==> config.mk <==
export PLATFORM = sky130hd
export DESIGN_NAME = rs_age_multi_cdb
export DESIGN_NICKNAME = d
export VERILOG_FILES = /design/src/rtl/rs_age_multi_cdb.sv
export SDC_FILE = /design/constraint.sdc
export NUM_CORES = 2
export LEC_CHECK = 0
export CAP_MARGIN = 30
export CORE_MARGIN = 5
export CORE_UTILIZATION = 40
export CTS_BUF_LIST = sky130_fd_sc_hd__clkbuf_8
export CTS_CLUSTER_DIAMETER = 100
export DETAILED_ROUTE_END_ITERATION = 10
export GPL_TIMING_DRIVEN = 1
export PLACE_DENSITY = 0.58
export RECOVER_POWER = 25
export REMOVE_ABC_BUFFERS = 1
export SETUP_SLACK_MARGIN = 0.4
export SYNTH_ARGS = -nofsm -noshare
export SYNTH_HDL_FRONTEND = slang
export SYNTH_SLANG_ARGS = --single-unit
==> constraint.sdc <==
create_clock -name clk -period 25.1 [get_ports clk]
set_clock_uncertainty 0.05 [all_clocks]
set_input_delay 5.02 -clock clk [delete_from_list [all_inputs] [get_ports clk]]
set_output_delay 5.02 -clock clk [all_outputs]
set_load 0.02 [all_outputs]
==> src/rtl/rs_age_multi_cdb.sv <==
// ALU reservation station: DEPTH renamed ops, NCDB-channel wakeup, oldest-ready issue
// chosen through an age matrix, and full flush on mispredict.
module rs_age_multi_cdb #(
   parameter int unsigned DEPTH  = 8,
   parameter int unsigned NCDB   = 2,
   parameter int unsigned ROB_W  = 4,
   parameter int unsigned TYPE_W = 5,
   parameter int unsigned XLEN   = 32,
   localparam int unsigned CW    = $clog2(DEPTH) + 1
) (
   input  logic                    clk,
   input  logic                    rst,
   input  logic                    rdy,
   input  logic                    flush,
   input  logic                    in_valid,
   output logic                    in_ready,
   input  logic [ROB_W-1:0]        in_tag,
   input  logic [TYPE_W-1:0]       in_type,
   input  logic [XLEN-1:0]         in_v1,
   input  logic [XLEN-1:0]         in_v2,
   input  logic [ROB_W-1:0]        in_q1,
   input  logic [ROB_W-1:0]        in_q2,
   input  logic                    in_d1,
   input  logic                    in_d2,
   input  logic [NCDB-1:0]         cdb_valid,
   input  logic [NCDB*ROB_W-1:0]   cdb_tag,
   input  logic [NCDB*XLEN-1:0]    cdb_value,
   output logic                    issue_valid,
   input  logic                    issue_ready,
   output logic [ROB_W-1:0]        issue_tag,
   output logic [TYPE_W-1:0]       issue_type,
   output logic [XLEN-1:0]         issue_v1,
   output logic [XLEN-1:0]         issue_v2,
   output logic [CW-1:0]           count,
   output logic                    full
);

   localparam int unsigned IW = $clog2(DEPTH);

   logic [DEPTH-1:0]  valid_q, valid_d, d1_q, d1_d, d2_q, d2_d;
   logic [ROB_W-1:0]  tag_q [DEPTH];
   logic [ROB_W-1:0]  tag_d [DEPTH];
   logic [ROB_W-1:0]  q1_q [DEPTH];
   logic [ROB_W-1:0]  q1_d [DEPTH];
   logic [ROB_W-1:0]  q2_q [DEPTH];
   logic [ROB_W-1:0]  q2_d [DEPTH];
   logic [TYPE_W-1:0] type_q [DEPTH];
   logic [TYPE_W-1:0] type_d [DEPTH];
   logic [XLEN-1:0]   v1_q [DEPTH];
   logic [XLEN-1:0]   v1_d [DEPTH];
   logic [XLEN-1:0]   v2_q [DEPTH];
   logic [XLEN-1:0]   v2_d [DEPTH];
   // older_q[j][i]: entry j is older than entry i
   logic [DEPTH-1:0]  older_q [DEPTH];
   logic [DEPTH-1:0]  older_d [DEPTH];
   logic [CW-1:0]     count_q, count_d;

   logic [DEPTH-1:0]  ready, blocked, sel;
   logic [IW-1:0]     issue_idx, free_idx;
   logic              enq_fire, iss_fire;
   logic [XLEN-1:0]   byp_v1, byp_v2;
   logic              byp_d1, byp_d2;

   always_comb begin
      ready   = valid_q & ~d1_q & ~d2_q;
      blocked = '0;
      for (int i = 0; i < int'(DEPTH); i++) begin
         for (int j = 0; j < int'(DEPTH); j++) begin
            if (ready[j] && older_q[j][i]) blocked[i] = 1'b1;
         end
      end
      sel       = ready & ~blocked;
      issue_idx = '0;
      free_idx  = '0;
      for (int i = int'(DEPTH) - 1; i >= 0; i--) begin
         if (sel[i]) issue_idx = IW'(i);
         if (!valid_q[i]) free_idx = IW'(i);
      end
   end

   assign count       = count_q;
   assign full        = (count_q == CW'(DEPTH));
   assign in_ready    = ~full;
   assign issue_valid = |ready;
   assign issue_tag   = tag_q[issue_idx];
   assign issue_type  = type_q[issue_idx];
   assign issue_v1    = v1_q[issue_idx];
   assign issue_v2    = v2_q[issue_idx];
   assign enq_fire    = rdy & in_valid & in_ready;
   assign iss_fire    = rdy & issue_valid & issue_ready;

   // Same-cycle bypass; descending scan so the lowest matching channel wins.
   always_comb begin
      byp_v1 = in_v1;
      byp_d1 = in_d1;
      byp_v2 = in_v2;
      byp_d2 = in_d2;
      for (int c = int'(NCDB) - 1; c >= 0; c--) begin
         if (in_d1 && cdb_valid[c] && cdb_tag[c*ROB_W +: ROB_W] == in_q1) begin
            byp_v1 = cdb_value[c*XLEN +: XLEN];
            byp_d1 = 1'b0;
         end
         if (in_d2 && cdb_valid[c] && cdb_tag[c*ROB_W +: ROB_W] == in_q2) begin
            byp_v2 = cdb_value[c*XLEN +: XLEN];
            byp_d2 = 1'b0;
         end
      end
   end

   always_comb begin
      valid_d = valid_q;
      d1_d    = d1_q;
      d2_d    = d2_q;
      tag_d   = tag_q;
      type_d  = type_q;
      q1_d    = q1_q;
      q2_d    = q2_q;
      v1_d    = v1_q;
      v2_d    = v2_q;
      older_d = older_q;
      count_d = count_q;
      if (flush) begin
         valid_d = '0;
         count_d = '0;
      end else begin
         for (int i = 0; i < int'(DEPTH); i++) begin
            for (int c = int'(NCDB) - 1; c >= 0; c--) begin
               if (valid_q[i] && d1_q[i] && cdb_valid[c] &&
                   cdb_tag[c*ROB_W +: ROB_W] == q1_q[i]) begin
                  v1_d[i] = cdb_value[c*XLEN +: XLEN];
                  d1_d[i] = 1'b0;
               end
               if (valid_q[i] && d2_q[i] && cdb_valid[c] &&
                   cdb_tag[c*ROB_W +: ROB_W] == q2_q[i]) begin
                  v2_d[i] = cdb_value[c*XLEN +: XLEN];
                  d2_d[i] = 1'b0;
               end
            end
         end
         if (iss_fire) valid_d[issue_idx] = 1'b0;
         // free_idx comes from valid_q, so a slot freed by this issue is never reused here
         if (enq_fire) begin
            valid_d[free_idx] = 1'b1;
            tag_d[free_idx]   = in_tag;
            type_d[free_idx]  = in_type;
            q1_d[free_idx]    = in_q1;
            q2_d[free_idx]    = in_q2;
            v1_d[free_idx]    = byp_v1;
            v2_d[free_idx]    = byp_v2;
            d1_d[free_idx]    = byp_d1;
            d2_d[free_idx]    = byp_d2;
            for (int j = 0; j < int'(DEPTH); j++) older_d[j][free_idx] = valid_q[j];
            older_d[free_idx] = '0;
         end
         count_d = count_q + CW'(enq_fire) - CW'(iss_fire);
      end
   end

   always_ff @(posedge clk) begin
      if (rst) begin
         valid_q <= '0;
         d1_q    <= '0;
         d2_q    <= '0;
         count_q <= '0;
         for (int j = 0; j < int'(DEPTH); j++) older_q[j] <= '0;
      end else if (rdy) begin
         valid_q <= valid_d;
         d1_q    <= d1_d;
         d2_q    <= d2_d;
         count_q <= count_d;
         older_q <= older_d;
      end
   end

   // Payload is only meaningful under valid_q, so it needs no reset.
   always_ff @(posedge clk) begin
      if (rdy) begin
         tag_q  <= tag_d;
         type_q <= type_d;
         q1_q   <= q1_d;
         q2_q   <= q2_d;
         v1_q   <= v1_d;
         v2_q   <= v2_d;
      end
   end

endmodule

==> summary.txt <==
Run status
  – Status: finished, violations left
  – Violated checks: max-capacitance violations, max-slew violations

Yosys
  – Synth top area cells: edfxtp_1, mux2i_1, o21ai_0
  – Area fraction of the dominant cell type after synthesis: 0.402
  – Syn. warnings: 0
  – Synth cell count leaders: nand2_1, o21ai_0, edfxtp_1, mux2i_1, clkbuf_1
  – Synth Cell Area: 48,400 sq um
  – Dominant register cell in the synthesized netlist: edfxtp_1
  – Cell with the most instances after synthesis: nand2_1
  – Gate Count Post-Synth: 5,102
  – Sequential element share of the synthesized area: 0.440
  – Cell taking the most area after synthesis: edfxtp_1
  – Flops & latches, synth: 740
  – Async set-reset flop share out of synthesis: 0
  – Number of synthesized flops with an enable pin: 648
  – Mapped Avg Cell Area: 9.48 sq um
  – Synth cell types: 80

Global routing
  – First-pass GRT wire length: 291 mm
  – Grt met2 use: 0.459
  – All-layer global routing usage: 0.306
  – Vias in the first global route: 40,800
  – GRT Residual Overflow: 0
  – GRT met1 Usage: 0.425
  – Initial antenna violation count: 8
  – Busiest layer in global routing: met2
  – Pin count of the biggest net entering global routing: 174
  – Routing usage on met3: 0.0761

STA
  – RSZ-0062 raised after global routing: no
  – Hold_ws: 0.392 ns
  – Period utilization: 0.506
  – Final setup margin: 12.39 ns
  – Final min period: 12.71 ns
  – Final TNS setup: 0 ns
  – Final Hold Fails: 0
  – Slew headroom: -1.70
  – F_max: 78.7 MHz
  – Setup violators final: 0
  – Slew Viols, Final: 263
  – Worst slew pin tran: 4.03 ns

CTS
  – Clock tree buffer depth: 3
  – Total CTS buffers: 141
  – CTS root buffer: clkbuf_8
  – CTS tree: done
  – Clk sinks: 740
  – Clock slew at reported path FFs: 0.06 ns
  – CTS Hold Bufs: 0
  – Post-CTS Setup Bufs: 0
  – Htree depth: 4
  – Post-CTS sizing: 0
  – Clk_lat worst skew: 0.84 ns

Floorplan
  – Die Y: 358 um
  – Site Rows: 127
  – Die area: 128,000 sq um
  – Boundary pin count: 243
  – Core ar.: 120,000 sq um
  – Starting Density: 0.403
  – Die W: 358 um

Pwr
  – PwrDens: 52.7 nW/um^2
  – Lkg Pwr: 22.4 nW
  – Worst vdd ir: 0.0575 mV
  – Pwr Total: 2.86 mW

Routing
  – DRT iter0 DRCs: 6,962
  – Overall routed net length: 204 mm
  – Via-per-instance ratio: 6.47
  – Antenna Nets Post-Route: 0
  – Initial DRT Pass Iterations: 7
  – DRC: 0
  – Vias: 43,500
  – DR WL/cell: 30.4 um

Finish
  – Fin util: 0.452
  – Layout Nets: 5,173
  – Layout Cells excl Fill: 6,725
  – Share of layout cells above drive strength 1: 0.0960
  – Fin area: 54,200 sq um
  – Area Growth Syn to Fin: 12.0%

Placed design
  – Cell count after placement: 6,468
  – DP Area: 51,600 sq um
  – PortBufs: 242
  – DP HPWL: 111 mm
  – Gp weighted congestion: 0.909
  – Post-Place Worst Slack: 13.56 ns

Critical path
  – Crit path kind: flip-flop to output port
  – CP delay by family, top: buffers and inverters
  – Most used cell, CP: buf_4
  – Crit end category: output port
  – Arr. time, crit path: 7.64 ns
  – Critical Path RT: 20.03 ns
  – Buf+Inv Stages, Crit Path: 4
  – CP Max Fanout: 57
  – Critical path's slowest cell: o21ai_4
  – Max stage delay on crit path: 0.83 ns
  – Worst setup SP type: flip-flop
  – Crit-path cells: nor3b_2 -> a2111oi_0 -> and3_1 -> or4_4 -> buf_16 -> o21ai_4 -> buf_4 -> buf_4 -> a221oi_1 -> o211ai_1 -> clkdlybuf4s50_1

Hold path
  – HP Class: flip-flop to flip-flop

Run
  – Max Cap Viol: 8
==> routing by layer <==
metal  share of wire  wire (um)
met5         0.00013         26
met2            0.43      87700
met4           0.041       8340
met1            0.41      83900
met3            0.12      24400
==> state kept, by name, indices dropped and copies added (netlist names) <==
register,count
valid_q,8
older_q,64
type_q,40
tag_q,32
count,4
v1_q,256
q2_q,32
v2_q,256
d1_q,8
d2_q,8
q1_q,32
==> cells in the final DEF (no fill, tap or decap), types with 7 or more instances in the layout <==
cell type / synthesis / final
a21oi_1: 73 / 73
a221oi_1: 25 / 25
a221oi_2: 48 / 48
a22oi_1: 19 / 19
a31oi_1: 75 / 75
a32o_1: 146 / 146
buf_16: 0 / 10
buf_4: 7 / 113
clkbuf_1: 421 / 13
clkbuf_8: 0 / 144
clkdlybuf4s50_1: 0 / 216
clkinv_1: 5 / 31
clkinv_2: 0 / 10
clkinvlp_4: 0 / 9
dfxtp_1: 92 / 92
dlygate4sd3_1: 0 / 25
edfxtp_1: 648 / 648
inv_1: 19 / 77
mux2_2: 32 / 32
mux2i_1: 594 / 594
nand2_1: 976 / 970
nand3_1: 8 / 8
nand4_1: 110 / 110
nor2_1: 72 / 67
nor3_1: 18 / 18
nor3b_2: 6 / 7
nor4bb_1: 20 / 20
o211ai_1: 362 / 362
o211ai_2: 37 / 37
o21a_1: 25 / 25
o21ai_0: 800 / 800
or4_2: 0 / 24
or4_4: 1 / 9
xnor2_1: 36 / 36
xor2_1: 104 / 104
==> tightest hold or removal path, delay by kind of cell (launching register included) <==
kind	cells	cell delay (ns)
simple gates	1	0.03
buf+inv	1	0.05
flops	1	0.32
==> final timing paths <==
check                                 from           to  slack (ns)  cells after the start
worst max-delay path            valid_q[0]  issue_v1[3]       12.39                     11
worst min-delay path            older_q[7]   older_q[7]        0.39                      2
worst max register to register  valid_q[0]     v1_q[90]       18.77                      8
worst min register to register  older_q[7]   older_q[7]        0.39                      2
==> cell type report <==
| cell class | count | area [sq um] |
|---|---|---|
| well taps | 1612 | 2020 |
| multi-input cells | 3713 | 24600 |
| flip-flops and latches | 740 | 21300 |
| clock buffers | 144 | 1980 |
| repair buffers | 383 | 3680 |
| fillers | 11500 | 65800 |
| inverters | 25 | 95.1 |
| clock inverters | 107 | 532 |
| diodes | 1 | 2.50 |
==> logic make-up after synthesis <==
kind of cell	Yosys count	share of synthesized area
AO/OA/AOI/OAI	1645	0.229
AND/OR/NAND/NOR	1296	0.118
flip-flops	740	0.440
buffers and inverters	649	0.0552
multiplexers	626	0.130
XOR/XNOR	140	0.0253
adder cells (fa/ha/maj)	6	0.00171
==> power breakdown <==
group          switching, mW  internal, mW  leakage (nW)
Combinational          0.207         0.112          14.1
Sequential            0.0221          1.38          6.78
Clock                  0.571         0.562          1.47
Total                  0.800          2.06          22.4
Note: power is estimated with default switching activity, not from simulation.
